**config.mk**
```make
export PLATFORM = sky130hd
export DESIGN_NAME = pc_unit
export DESIGN_NICKNAME = d
export VERILOG_FILES = /design/src/rtl/pc_pkg.sv /design/src/rtl/pc_redirect_buf.sv /design/src/rtl/pc_unit.sv
export SDC_FILE = /design/constraint.sdc
export NUM_CORES = 1
export LEC_CHECK = 0
export BUFFER_PORTS_ARGS = -buffer_cell sky130_fd_sc_hd__buf_2
export CORE_MARGIN = 3
export CORE_UTILIZATION = 35
export DETAILED_ROUTE_END_ITERATION = 10
export PLACE_DENSITY = 0.68
export SETUP_SLACK_MARGIN = 0.5
export SLEW_MARGIN = 20
export SYNTH_ARGS = -nofsm -noshare
export SYNTH_HDL_FRONTEND = slang
export SYNTH_SLANG_ARGS = --single-unit
```
**constraint.sdc**
```tcl
create_clock -name clk -period 1.85 [get_ports clk]
set_input_delay 0.37 -clock clk [delete_from_list [all_inputs] [get_ports clk]]
set_output_delay 0.37 -clock clk [all_outputs]
set_load 0.02 [all_outputs]
```
**src/rtl/pc_pkg.sv**
```systemverilog
// Shared definitions for the program-counter unit: FSM states, default
// parameter values and the address-alignment helper.
package pc_pkg;

  typedef enum logic {
    BOOT = 1'b0,
    RUN  = 1'b1
  } pc_state_e;

  localparam int unsigned PC_WIDTH_DEF     = 32;
  localparam logic [31:0] PC_RESET_VEC_DEF = 32'h0000_0000;
  localparam logic [31:0] PC_EXC_VEC_DEF   = 32'h0000_0004;
  localparam int unsigned PC_STEP_DEF      = 4;

  // Clears the log2(step) low bits; step must be a power of two.
  // Works on a 64-bit container so callers of any width up to 64 can share it.
  function automatic logic [63:0] align(input logic [63:0] addr,
                                        input int unsigned step);
    logic [63:0] mask;
    mask = 64'(step) - 64'd1;
    return addr & ~mask;
  endfunction

endpackage

```
**src/rtl/pc_redirect_buf.sv**
```systemverilog
// One-entry pending redirect target holder: capture (overwrites any held
// target), clear, valid flag and target output.
module pc_redirect_buf
  #(
    parameter int unsigned WIDTH = 32
  )
  (
    input  logic             clk,
    input  logic             rst,
    input  logic             i_capture,
    input  logic             i_clear,
    input  logic [WIDTH-1:0] i_target,
    output logic             o_valid,
    output logic [WIDTH-1:0] o_target
  );

  logic             r_valid;
  logic [WIDTH-1:0] r_target;

  // Capture has priority over clear; the newest target always replaces the old one.
  always_ff @(posedge clk or posedge rst) begin
    if (rst) begin
      r_valid  <= 1'b0;
      r_target <= '0;
    end else if (i_capture) begin
      r_valid  <= 1'b1;
      r_target <= i_target;
    end else if (i_clear) begin
      r_valid  <= 1'b0;
    end
  end

  assign o_valid  = r_valid;
  assign o_target = r_target;

endmodule

```
**src/rtl/pc_unit.sv**
```systemverilog
// Fetch-stage program counter: sequential advance, stall hold, branch/jump
// redirects with a one-entry pending buffer, exception entry and return.
// Exception/eret logic and the epc register are built only when
// PC_UNIT_EXC_EN is defined; otherwise those inputs are ignored and epc is 0.
module pc_unit
  import pc_pkg::*;
  #(
    parameter int unsigned      WIDTH     = PC_WIDTH_DEF,
    parameter logic [WIDTH-1:0] RESET_VEC = WIDTH'(PC_RESET_VEC_DEF),
    parameter logic [WIDTH-1:0] EXC_VEC   = WIDTH'(PC_EXC_VEC_DEF),
    parameter int unsigned      STEP      = PC_STEP_DEF
  )
  (
    input  logic             clk,
    input  logic             rst,
    input  logic             stall,
    input  logic             fetch_ready,
    output logic             fetch_valid,
    output logic [WIDTH-1:0] pc,
    input  logic             redirect_valid,
    input  logic [WIDTH-1:0] redirect_target,
    input  logic             exc_valid,
    input  logic [WIDTH-1:0] exc_pc,
    input  logic             eret_valid,
    output logic [WIDTH-1:0] epc,
    output logic             redirect_pending
  );

  pc_state_e        r_state;
  pc_state_e        w_state_next;
  logic [WIDTH-1:0] r_pc;
  logic [WIDTH-1:0] w_pc_next;
  logic [WIDTH-1:0] w_pc_aligned;
  logic             w_pc_load;
  logic             w_advance;
  logic             w_capture;
  logic             w_clear;
  logic             w_pend_valid;
  logic [WIDTH-1:0] w_pend_target;
  logic             w_exc_take;
  logic             w_eret_take;
  logic [WIDTH-1:0] w_epc;

`ifdef PC_UNIT_EXC_EN
  logic [WIDTH-1:0] r_epc;
  logic             w_epc_load;

  assign w_exc_take  = exc_valid;
  assign w_eret_take = eret_valid;
  assign w_epc       = r_epc;

  // Saved exception PC; only exception entry writes it.
  always_ff @(posedge clk or posedge rst) begin
    if (rst)             r_epc <= '0;
    else if (w_epc_load) r_epc <= exc_pc;
  end
`else
  logic w_unused_exc;

  assign w_exc_take   = 1'b0;
  assign w_eret_take  = 1'b0;
  assign w_epc        = '0;
  assign w_unused_exc = ^{exc_valid, exc_pc, eret_valid};
`endif

  // BOOT lasts exactly one cycle after reset; RUN is held until the next reset.
  always_ff @(posedge clk or posedge rst) begin
    if (rst) r_state <= BOOT;
    else     r_state <= w_state_next;
  end

  // Next-state logic for the boot sequencer.
  always_comb begin
    w_state_next = r_state;
    unique case (r_state)
      BOOT:    w_state_next = RUN;
      RUN:     w_state_next = RUN;
      default: w_state_next = RUN;
    endcase
  end

  assign fetch_valid = (r_state == RUN);
  assign w_advance   = fetch_valid & fetch_ready & ~stall;

  // Priority-ordered choice of the next pc and pending-buffer action.
  always_comb begin
    w_pc_load = 1'b0;
    w_pc_next = r_pc;
    w_capture = 1'b0;
    w_clear   = 1'b0;
`ifdef PC_UNIT_EXC_EN
    w_epc_load = 1'b0;
`endif
    if (w_exc_take) begin
      w_pc_load = 1'b1;
      w_pc_next = EXC_VEC;
      w_clear   = 1'b1;
`ifdef PC_UNIT_EXC_EN
      w_epc_load = 1'b1;
`endif
    end else if (w_eret_take) begin
      w_pc_load = 1'b1;
      w_pc_next = w_epc;
      w_clear   = 1'b1;
    end else if (redirect_valid && w_advance) begin
      w_pc_load = 1'b1;
      w_pc_next = redirect_target;
      w_clear   = 1'b1;
    end else if (redirect_valid) begin
      w_capture = 1'b1;
    end else if (w_advance && w_pend_valid) begin
      w_pc_load = 1'b1;
      w_pc_next = w_pend_target;
      w_clear   = 1'b1;
    end else if (w_advance) begin
      w_pc_load = 1'b1;
      w_pc_next = r_pc + WIDTH'(STEP);
    end
  end

  // Alignment applies only on load so an unaligned RESET_VEC survives a hold.
  assign w_pc_aligned = WIDTH'(align(64'(w_pc_next), STEP));

  // Fetch address register.
  always_ff @(posedge clk or posedge rst) begin
    if (rst)            r_pc <= RESET_VEC;
    else if (w_pc_load) r_pc <= w_pc_aligned;
  end

  pc_redirect_buf #(.WIDTH(WIDTH)) u_redirect_buf (
    .clk      (clk),
    .rst      (rst),
    .i_capture(w_capture),
    .i_clear  (w_clear),
    .i_target (redirect_target),
    .o_valid  (w_pend_valid),
    .o_target (w_pend_target)
  );

  assign pc               = r_pc;
  assign epc              = w_epc;
  assign redirect_pending = w_pend_valid;

endmodule

```
==> results by group, run 1 <==
Status
  – Outcome: finished, final reports clean

Critical path
  – FF-to-FF End: pc[13]$_DFFE_PP0P_
  – Crit path max fanout: 4
  – Worst path required time: ~2.1 ns
  – Critical path capture point type: flop
  – Arrival time at the worst endpoint: around 2.0 ns
  – CP startpoint kind: flop
  – Reg2Reg Depth: 8
  – R2r startpoint: pc[2]$_DFFE_PP0P_
  – CP Class: flop to flop
  – R2r setup slk: 0.07 ns

Floorplan
  – Core ar.: roughly 0.01 sq mm
  – Chip Height: 108 um
  – Io pins: between 100 and 150
  – Die area: 0.0117 sq mm
  – Die W: around 110 um
  – Initial core utilization: between 30% and 40%
  – # rows: 36

Timing
  – Tmin final: roughly 1.8 ns
  – Final setup vio count: 0
  – Crit share post-route: between 90 and 100%
  – Slew @ Worst Pin: between 0.5 and 0.6 ns
  – Setup TNS: 0 ns
  – Clk_skew: 0.0115 ns
  – Slew headroom: between 60% and 70%
  – Final hold violations: 0
  – RSZ-0062 raised after global routing: true
  – Final Max Slew Viols: 0
  – Max frequency: 0.562 GHz

Global route
  – Vias in the first global route: around 3500
  – Largest net degree at the start of global routing: 63
  – Most Crowded Layer GR: met2
  – GR Overflow Total: 0
  – Met1 usage: about 25%
  – Met2 Use GR: between 30% and 40%
  – First-pass GRT wire length: between 15 and 20 mm
  – Initial antenna violation count: 1
  – GRT Overall Usage: 20.7%
  – Met3 GRT Util: approximately 6.6%

Detailed routing
  – DRC: 0
  – DRT Pass-1 Iters: 4
  – Drt first-iter violations: between 150 and 200
  – Post-route ant nets: 0
  – WL final: about 13 mm
  – Vias per std cell: 5.38
  – WL/cell: between 15 and 20 um
  – Via count: 3639

Min path
  – Hold WC Path Type: input port to async pin

Placed design
  – Post-DP HPWL: between 6 and 7 mm
  – Buffers on Ports: 66
  – Placed Area: between 0.004 and 0.005 sq mm
  – RD Place Congestion: roughly 0.86

Synthesis
  – Yosys warning count: 0
  – Async SR Flop Fraction: 100%
  – Seq/Total Area, Yosys: a little over two fifths
  – Number of synthesized flops with an enable pin: 0
  – Yosys reg bits: a little over 60
  – Top post-synthesis cells by count: dfrtp_1, buf_4, mux2_2, o21ai_0, nor2_1
  – Yosys top cell area share: between 40 and 50%
  – Synth Instances: 387
  – Yosys top cell by area: dfrtp_1
  – Syn_area_per_cell: between 9 and 10 sq um
  – Main synth FF type: dfrtp_1
  – Mapped Area: 0.00366 sq mm
  – Ranking of synthesized cells by area: dfrtp_1, mux2_2, buf_4, o21ai_0, a21oi_1
  – Count of different cell masters after synthesis: 54
  – Most numerous cell in the Yosys netlist: dfrtp_1

Pwr
  – Sequential power share: between 30 and 40%
  – Pwr Density: slightly below 900 mW/mm^2
  – Sw Ratio: approximately a third
  – Pleak: approximately 2.6 nW
  – Logic pwr share: between 30% and 40%
  – Peak supply drop: a little over 0.0006 V
  – Clk network pwr share: between 20% and 30%
  – NetSw: about 1.8 mW
  – P_int: approximately 3.3 mW

Cells and area
  – N_diodes: 0
  – Post-route cell area: roughly 0.0058 sq mm
  – Share of cells above drive strength 1: a little over half
  – Nets@finish: 611
  – Area growth, synth to finish: 58.0%

Run
  – Maxcap violations: 0

Clocking
  – CTS Buf Count: 9
  – Clock sink count: between 60 and 70
  – Clock H-tree levels: 3
  – Cell chosen for the clock root: clkbuf_8
  – CTS clk-pin slew, worst paths: about 0.070 ns
  – Worst skew pair latency: 0.36 ns
  – Hold_buf cts: 0
  – CTS tree: yes
  – Max clock buf depth: 2
-- power groups by stage --
stage,sequential (mW),combinational (mW),clock [mW]
after detailed placement,1.85,1.30,0
final,1.82,1.99,1.25
after global routing,1.85,2.12,1.33
after floorplan,2.03,0.716,0
after CTS,1.81,1.68,1.26
after global placement,1.84,1.28,0
-- critical path, cell delays in order (launching register included) --
cell and delay [ns]:
dfrtp_2 0.42, buf_4 0.12, buf_4 0.09, buf_6 0.09
and2_4 0.16, and3_4 0.20, and3_4 0.19, o21ai_0 0.07
a221o_1 0.30
-- per-stage QoR --
stage	cells	setup slack (ns)	hold slack, ns	total power [mW]	utilization (%)
6_report	677	0.0712	0.0798	5.06	58.1
5_1_grt	677	0.00929	0.103	5.29	58.1
4_1_cts	647	0.158	0.105	4.76	53.3
3_5_place_dp	591	-0.115	0.487	3.15	44.6
3_3_place_gp	591	-0.0299	0.486	3.11	44.6
2_1_floorplan	420	-0.0633	0.473	2.74	-
-- what timing repair did --
item	4_1_cts	5_1_grt
endpoints found under the setup margin	80	89
cloned	5	2
pin swaps	29	45
buffers inserted	35	28
gates resized for setup	81	60
-- logic make-up (layout without fill, tap and decap cells) --
logic type,after synthesis,after routing,synth area share [%]
buf+inv,63,184,9.98
mux,33,33,10.1
simple gates,112,115,16.3
other cells,2,35,0.205
fa+ha+maj,1,1,0.342
compound gates,102,102,17.8
xor+xnor,12,12,2.87
flops,62,62,42.4
-- how the worst max path moves through the flow --
stage                                  start  slack (ns)                  to
final                      pc[2]$_DFFE_PP0P_        0.07  pc[13]$_DFFE_PP0P_
after global routing       pc[2]$_DFFE_PP0P_       0.009  pc[13]$_DFFE_PP0P_
after CTS                  pc[2]$_DFFE_PP0P_        0.16  pc[26]$_DFFE_PP0P_
after detailed placement      redirect_valid       -0.12  pc[29]$_DFFE_PP0P_
after global placement        redirect_valid       -0.03  pc[29]$_DFFE_PP0P_
after floorplan           pc[12]$_DFFE_PP0P_       -0.06  pc[26]$_DFFE_PP0P_
-- metal layers --
layer / up-vias / wire length [um]
met5: - / 13
met4: 2 / 249
met3: 25 / 975
met2: 156 / 6330
met1: 1797 / 5030
li1: 1659 / -
-- sequential cells by signal (all words and copies together) (netlist names) --
register,count
pc,30
fetch_valid,1
u_redirect_buf.o_target,30
u_redirect_buf.o_valid,1
-- final cells by class --
cell class | count | area [sq um]
fill | 826 | 4170
multi-input combinational | 298 | 2380
sequential | 62 | 1580
timing repair buffer | 161 | 1430
tap | 133 | 166
clock buffer | 12 | 155
clock inverter | 4 | 45.0
inverter | 7 | 30.0
-- placed cells by master, fill, tap and decap left out, types with 5 or more instances in the layout --
cell	instances
a211o_1	8
a21oi_1	15
a21oi_2	7
a22oi_1	7
and3_1	7
buf_12	5
buf_2	47
buf_4	53
buf_6	48
buf_8	5
clkbuf_8	11
conb_1	35
dfrtp_1	42
dfrtp_2	20
inv_1	5
mux2_4	31
nand2_1	19
nand2_2	5
nand2_8	5
nand3_1	6
nand3_2	6
nand4_1	7
nor2_1	23
o21ai_0	13
o21ai_1	13
xor2_1	9
Note: power is estimated with default switching activity, not from simulation.
==> run 2, diff against run 1 <==
BUFFER_PORTS_ARGS = unset   (was -buffer_cell sky130_fd_sc_hd__buf_2)
DONT_BUFFER_PORTS = 1   (was unset)
PLACE_DENSITY = 0.57   (was 0.68)
==> results by group, run 2 (same netlist as run 1, synthesis figures left out) <==
Critical path
  – Arrival time at the worst endpoint: 1.95 ns (-0.07 ns)
  – CP startpoint kind: flop
  – Critical path capture point type: flop
  – Worst path required time: 2.10 ns (about the same)
  – Crit path max fanout: 4 (unchanged)
  – CP Class: flop to flop
  – Critical Path End: pc[13]$_DFFE_PP0P_
  – Reg2Reg Depth: 7 (-1)
  – CP Launch Point: pc[2]$_DFFE_PP0P_
  – FF-to-FF End: pc[13]$_DFFE_PP0P_
  – R2r startpoint: pc[2]$_DFFE_PP0P_
  – R2r setup slk: 0.15 ns (+0.08 ns)

Cells and area
  – Area growth, synth to finish: 42.6%
  – N_diodes: 0 (unchanged)
  – Most frequent cells in the layout: dfrtp_1, buf_4, conb_1
  – Non-filler instance count after layout: 600 (-11%)
  – Fill cell count: 882 (+6.8%)
  – Area of the multi-input gates: 0.00239 sq mm (+0.47%)
  – Nets@finish: 534 (-13%)
  – Register Area: 0.00157 sq mm (-0.16%)
  – Share of cells above drive strength 1: 44.1% (-9.0 points)
  – Most common cell after layout, fill and taps aside: dfrtp_1

Detailed routing
  – WL/cell: 20.2 um (+8.6%)
  – DRT Pass-1 Iters: 4 (unchanged)
  – Vias per std cell: 5.51 (+2.4%)
  – Drt first-iter violations: 210 (+5.5%)
  – DRC: 0 (unchanged)
  – WL final: 12.1 mm (-3.8%)
  – Post-route ant nets: 0 (unchanged)
  – Via count: 3303 (-9.2%)

Timing
  – Final hold violations: 0 (unchanged)
  – Setup ws final: 0.151 ns (+0.0796 ns)
  – Max frequency: 0.589 GHz (+4.7%)
  – RSZ-0062 raised after global routing: true
  – Final Max Slew Viols: 0 (unchanged)
  – Tmin final: 1.70 ns (-0.0796 ns)
  – Crit share post-route: 91.8% (-4.3 points)
  – Final setup vio count: 0 (unchanged)
  – Clk_skew: 0.0136 ns (+0.00205 ns)

Clocking
  – Worst skew pair latency: 0.37 ns (about the same)
  – Cell chosen for the clock root: clkbuf_8
  – Max clock buf depth: 2 (unchanged)
  – Clock sink count: 62 (unchanged)
  – CTS clk-pin slew, worst paths: 0.08 ns (about the same)
  – CTS tree: yes
  – CTS Buf Count: 9 (unchanged)
  – Clock H-tree levels: 3 (unchanged)

Global route
  – First-pass GRT wire length: 17.5 mm (-5.5%)
  – Largest net degree at the start of global routing: 52 (-17%)
  – GRT Overall Usage: 19.6% (-1.1 points)
  – GR Overflow Total: 0 (unchanged)
  – Vias in the first global route: 3224 (-7.9%)
  – Initial antenna violation count: 0 (-1)

Min path
  – Hold WC Path Type: input port to flop

Run
  – Maxcap violations: 0 (unchanged)

Floorplan
  – Chip Height: 108 um (unchanged)
  – # rows: 36 (unchanged)
  – Die W: 108 um (unchanged)
  – Core ar.: 0.00995 sq mm (unchanged)
  – Initial core utilization: 36.8% (unchanged)
  – Die area: 0.0117 sq mm (unchanged)
  – Io pins: 137 (unchanged)

Placed design
  – RD Place Congestion: 0.816 (-4.7%)
  – Placed cell count: 536 (-9.3%)
  – Buffers on Ports: 0 (-100%)
  – Pre-CTS WS: 0.0977 ns (+0.213 ns)
  – Post-DP HPWL: 6.88 mm (+2.9%)

Pwr
  – Peak supply drop: 0.000539 V (-13%)
  – Pwr Density: 852 mW/mm^2 (-2.7%)
  – Pleak: 2.28 nW (-14%)

Status
  – Outcome: finished, final reports clean
==> run 2: critical path, cell delays in order, from the launching register on <==
cell and delay (ns):
dfrtp_2 0.42, buf_4 0.13, buf_6 0.12, and2_4 0.17, and3_4 0.20, and3_4 0.18, o21ai_0 0.07, a221o_1 0.29
==> run 2: cell type report <==
| type | instances | area share (%) |
|---|---|---|
| multi-input combinational | 299 | 45.9 |
| sequential | 62 | 30.2 |
| timing repair buffer | 83 | 17.1 |
| tap | 133 | 3.19 |
| clock buffer | 14 | 2.93 |
| inverter | 7 | 0.576 |
| clock inverter | 2 | 0.192 |
==> run 2: report_power, final <==
part	internal [mW]	leakage (nW)	switching [mW]
Sequential	1.59	0.713	0.240
Clock	0.521	0.0844	0.557
Combinational	0.725	1.48	0.808
==> run 2: layer usage <==
metal,global-route usage [%],wire length [um],vias to the layer above
met3,6.57,994,13
li1,-,-,1503
met2,31.8,6130,106
met4,6.22,155,0
met5,0,0,-
met1,24.7,4850,1681
==> run 2: per-stage QoR <==
stage	hold slack [ns]	instance area, sq um	utilization [%]	setup TNS, ns	power [mW]
after detailed placement	0.282	4230	42.5	0	3.08
after global routing	0.127	5220	52.4	0	4.67
after global placement	0.284	4230	42.5	0	3.04
final	0.139	5220	52.4	0	4.45
after floorplan	0.473	4170	-	-0.0633	2.74
after CTS	0.130	4760	47.8	0	4.27
==> run 2: how the worst min path moves through the flow <==
stage | slack [ns] | to | from | cells past startpoint
6_report | 0.14 | u_redirect_buf.o_target[6]$_DFFE_PP0P_ | redirect_target[6] | 1
5_1_grt | 0.13 | u_redirect_buf.o_valid$_DFFE_PP0P_ | redirect_valid | 2
4_1_cts | 0.13 | u_redirect_buf.o_valid$_DFFE_PP0P_ | redirect_valid | 2
3_5_place_dp | 0.28 | u_redirect_buf.o_target[25]$_DFFE_PP0P_ | rst | 1
3_3_place_gp | 0.28 | u_redirect_buf.o_target[23]$_DFFE_PP0P_ | rst | 1
2_1_floorplan | 0.47 | u_redirect_buf.o_target[14]$_DFFE_PP0P_ | u_redirect_buf.o_target[14]$_DFFE_PP0P_ | 1
==> run 2: repair_timing <==
action                                  in CTS  in global routing
pin swaps                                   20                 34
hold buffers                                 1                  0
endpoints found under the setup margin      65                 69
resized for setup                           40                 52
hold endpoints to repair                    19                  0
buffers inserted                            16                 22
cloned                                       6                  3
==> run 3, diff against run 2 <==
CELL_PAD_IN_SITES_DETAIL_PLACEMENT = 1   (was unset)
CELL_PAD_IN_SITES_GLOBAL_PLACEMENT = 1   (was unset)
PLACE_DENSITY = 0.71   (was 0.57)
RECOVER_POWER = 25   (was unset)
==> results by group, run 3 (same netlist as run 1, synthesis figures left out) <==
Timing
  – Final Max Slew Viols: 0 (unchanged)
  – Slew headroom: a little over half
  – Crit share post-route: 98.1% (+6.3 points)
  – RSZ-0062 raised after global routing: true
  – Tmin final: 1.81 ns (+0.116 ns)
  – Clk_skew: 0.0101 ns (-0.00351 ns)
  – Max frequency: 0.551 GHz (-6.4%)
  – Worst hold slack: 0.145 ns (+0.00642 ns)
  – Final hold violations: 0 (unchanged)
  – Final setup vio count: 0 (unchanged)
  – Slew @ Worst Pin: between 0.6 and 0.7 ns
  – Setup ws final: 0.0352 ns (-0.116 ns)

Placed design
  – Post-DP HPWL: 7.96 mm (+16%)
  – Pre-CTS WS: 0.0505 ns (-0.0472 ns)
  – Placed Area: 0.00422 sq mm (-0.24%)
  – RD Place Congestion: 0.810 (-0.71%)
  – Buffers on Ports: 0 (unchanged)

Pwr
  – Sw Ratio: 36.1% (-0.052 points)
  – Total Power: 4.57 mW (+2.9%)
  – Sequential power share: 40.0% (-1.3 points)
  – Pwr Density: 931 mW/mm^2 (+9.3%)
  – P_int: 2.92 mW (+2.9%)
  – Logic pwr share: 34.8% (+0.3 points)
  – Peak supply drop: 0.000529 V (-1.8%)
  – Pleak: 2.16 nW (-5.1%)
  – Clk network pwr share: 25.2% (+1.0 points)
  – NetSw: 1.65 mW (+2.7%)

Global route
  – Initial antenna violation count: 0 (unchanged)
  – Vias in the first global route: 3432 (+6.5%)
  – GRT Overall Usage: 21.4% (+1.8 points)
  – Largest net degree at the start of global routing: 52 (unchanged)
  – First-pass GRT wire length: 18.9 mm (+8.3%)
  – GR Overflow Total: 0 (unchanged)

Detailed routing
  – Drt first-iter violations: 121 (-42%)
  – WL final: 13.1 mm (+7.8%)
  – DRT Pass-1 Iters: 7 (+3)
  – Post-route ant nets: 0 (unchanged)
  – Via count: 3243 (-1.8%)
  – DRC: 0 (unchanged)
  – WL/cell: 22.3 um (+10%)
  – Vias per std cell: 5.53 (+0.53%)

Clocking
  – Max clock buf depth: 2 (unchanged)
  – CTS tree: yes
  – Clock H-tree levels: 3 (unchanged)
  – CTS Buf Count: 9 (unchanged)
  – Worst skew pair latency: 0.37 ns (about the same)
  – CTS clk-pin slew, worst paths: 0.07 ns (about the same)
  – Clock sink count: 62 (unchanged)
  – Cell chosen for the clock root: clkbuf_8

Floorplan
  – Die W: 108 um (unchanged)
  – # rows: 36 (unchanged)
  – Core ar.: 0.00995 sq mm (unchanged)
  – Io pins: 137 (unchanged)
  – Die area: 0.0117 sq mm (unchanged)
  – Chip Height: 108 um (unchanged)
  – Initial core utilization: 36.8% (unchanged)

Cells and area
  – Post-route cell area: 0.00491 sq mm (-5.9%)
  – Fill cell count: 1098 (+24%)
  – Most frequent cells in the layout: dfrtp_1, buf_4, conb_1
  – Nets@finish: 520 (-2.6%)
  – Register Area: 0.00157 sq mm (unchanged)
  – Area of the multi-input gates: 0.00229 sq mm (-4.3%)
  – N_diodes: 0 (unchanged)
  – Layout Utilization: 49.3% (-3.1 points)
  – Most common cell after layout, fill and taps aside: dfrtp_1
  – Share of cells above drive strength 1: 39.7% (-4.4 points)
  – Area growth, synth to finish: 34.2%

Min path
  – Cell depth of the worst min-delay path: 1 (unchanged)
  – Hold endpoint: u_redirect_buf.o_target[16]$_DFFE_PP0P_
  – Min-delay src: redirect_target[16]
  – Hold WC Path Type: input port to flop

Critical path
  – Reg2Reg Depth: 5 (-2)
  – Arrival time at the worst endpoint: 2.09 ns (+0.14 ns)
  – FF-to-FF End: pc[26]$_DFFE_PP0P_
  – Worst path required time: 2.12 ns (+0.02 ns)
  – CP startpoint kind: flop
  – R2r startpoint: fetch_valid$_DFF_PP0_
  – CP Class: flop to flop
  – R2r setup slk: 0.04 ns (-0.12 ns)
  – Crit path max fanout: 11 (+7)
  – Critical path capture point type: flop

Run
  – Maxcap violations: 0 (unchanged)

Status
  – Outcome: finished, final reports clean
-- run 3: changes by cell type in the layout (fill, tap and decap cells not counted), moves of 3 or more --
cell	previous run	this run
buf_12	8	3
o21ai_0	10	13
a21oi_1	15	19
buf_6	29	20
a21oi_2	7	4
buf_8	0	4
-- run 3: repair_timing --
| action | in CTS | in global routing |
|---|---|---|
| setup buffers | 15 | 12 |
| hold endpoints to repair | 16 | 0 |
| setup endpoints to repair | 67 | 72 |
| resized for setup | 27 | 41 |
| hold buffers | 1 | 0 |
| pin swaps | 17 | 16 |
| cloned | 3 | 1 |
-- run 3: final cells by class --
class / instances / area share, %
tap: 133 / 3.39
inverter: 7 / 0.612
clock inverter: 1 / 0.102
multi-input combinational: 298 / 46.6
clock buffer: 15 / 3.59
timing repair buffer: 70 / 13.6
sequential: 62 / 32.1
-- run 3: critical path, stage by stage, from the launching register on --
cell      delay (ns)
dfrtp_1         0.53
nor4bb_2        0.26
buf_4           0.25
o21ai_0         0.14
or4_4           0.43
o211ai_1        0.11
-- run 3: worst max path at each step --
stage / slack, ns / cells past startpoint / start / to
detailed placement: 0.05 / 6 / pc[2]$_DFFE_PP0P_ / pc[26]$_DFFE_PP0P_
floorplan: -0.06 / 5 / pc[12]$_DFFE_PP0P_ / pc[26]$_DFFE_PP0P_
finish: 0.04 / 5 / fetch_valid$_DFF_PP0_ / pc[26]$_DFFE_PP0P_
global route: -0.02 / 5 / fetch_valid$_DFF_PP0_ / pc[26]$_DFFE_PP0P_
CTS: 0.06 / 6 / pc[2]$_DFFE_PP0P_ / pc[26]$_DFFE_PP0P_
global placement: 0.10 / 5 / pc[6]$_DFFE_PP0P_ / pc[31]$_DFFE_PP0P_
-- run 3: power groups by stage --
stage          Combinational (mW)  Sequential [mW]  Clock (mW)
5_1_grt                      1.70             1.86        1.24
2_1_floorplan               0.716             2.03           0
3_5_place_dp                 1.25             1.85           0
6_report                     1.59             1.83        1.15
4_1_cts                      1.41             1.82        1.17
3_3_place_gp                 1.21             1.83           0
-- run 3: through the flow --
step                setup TNS (ns)  instances
finish                           0        586
global route               -0.0235        586
CTS                              0        573
detailed placement               0        538
global placement                 0        538
floorplan                  -0.0633        420
-- run 3: layer usage --
layer  share of wire, %  up-vias  track usage, %
met2                 51       97            36.4
met1                 39     1656            24.9
met5                  0        -               0
met3                7.8       19            7.76
met4                1.6        0            7.66
li1                   -     1471               -
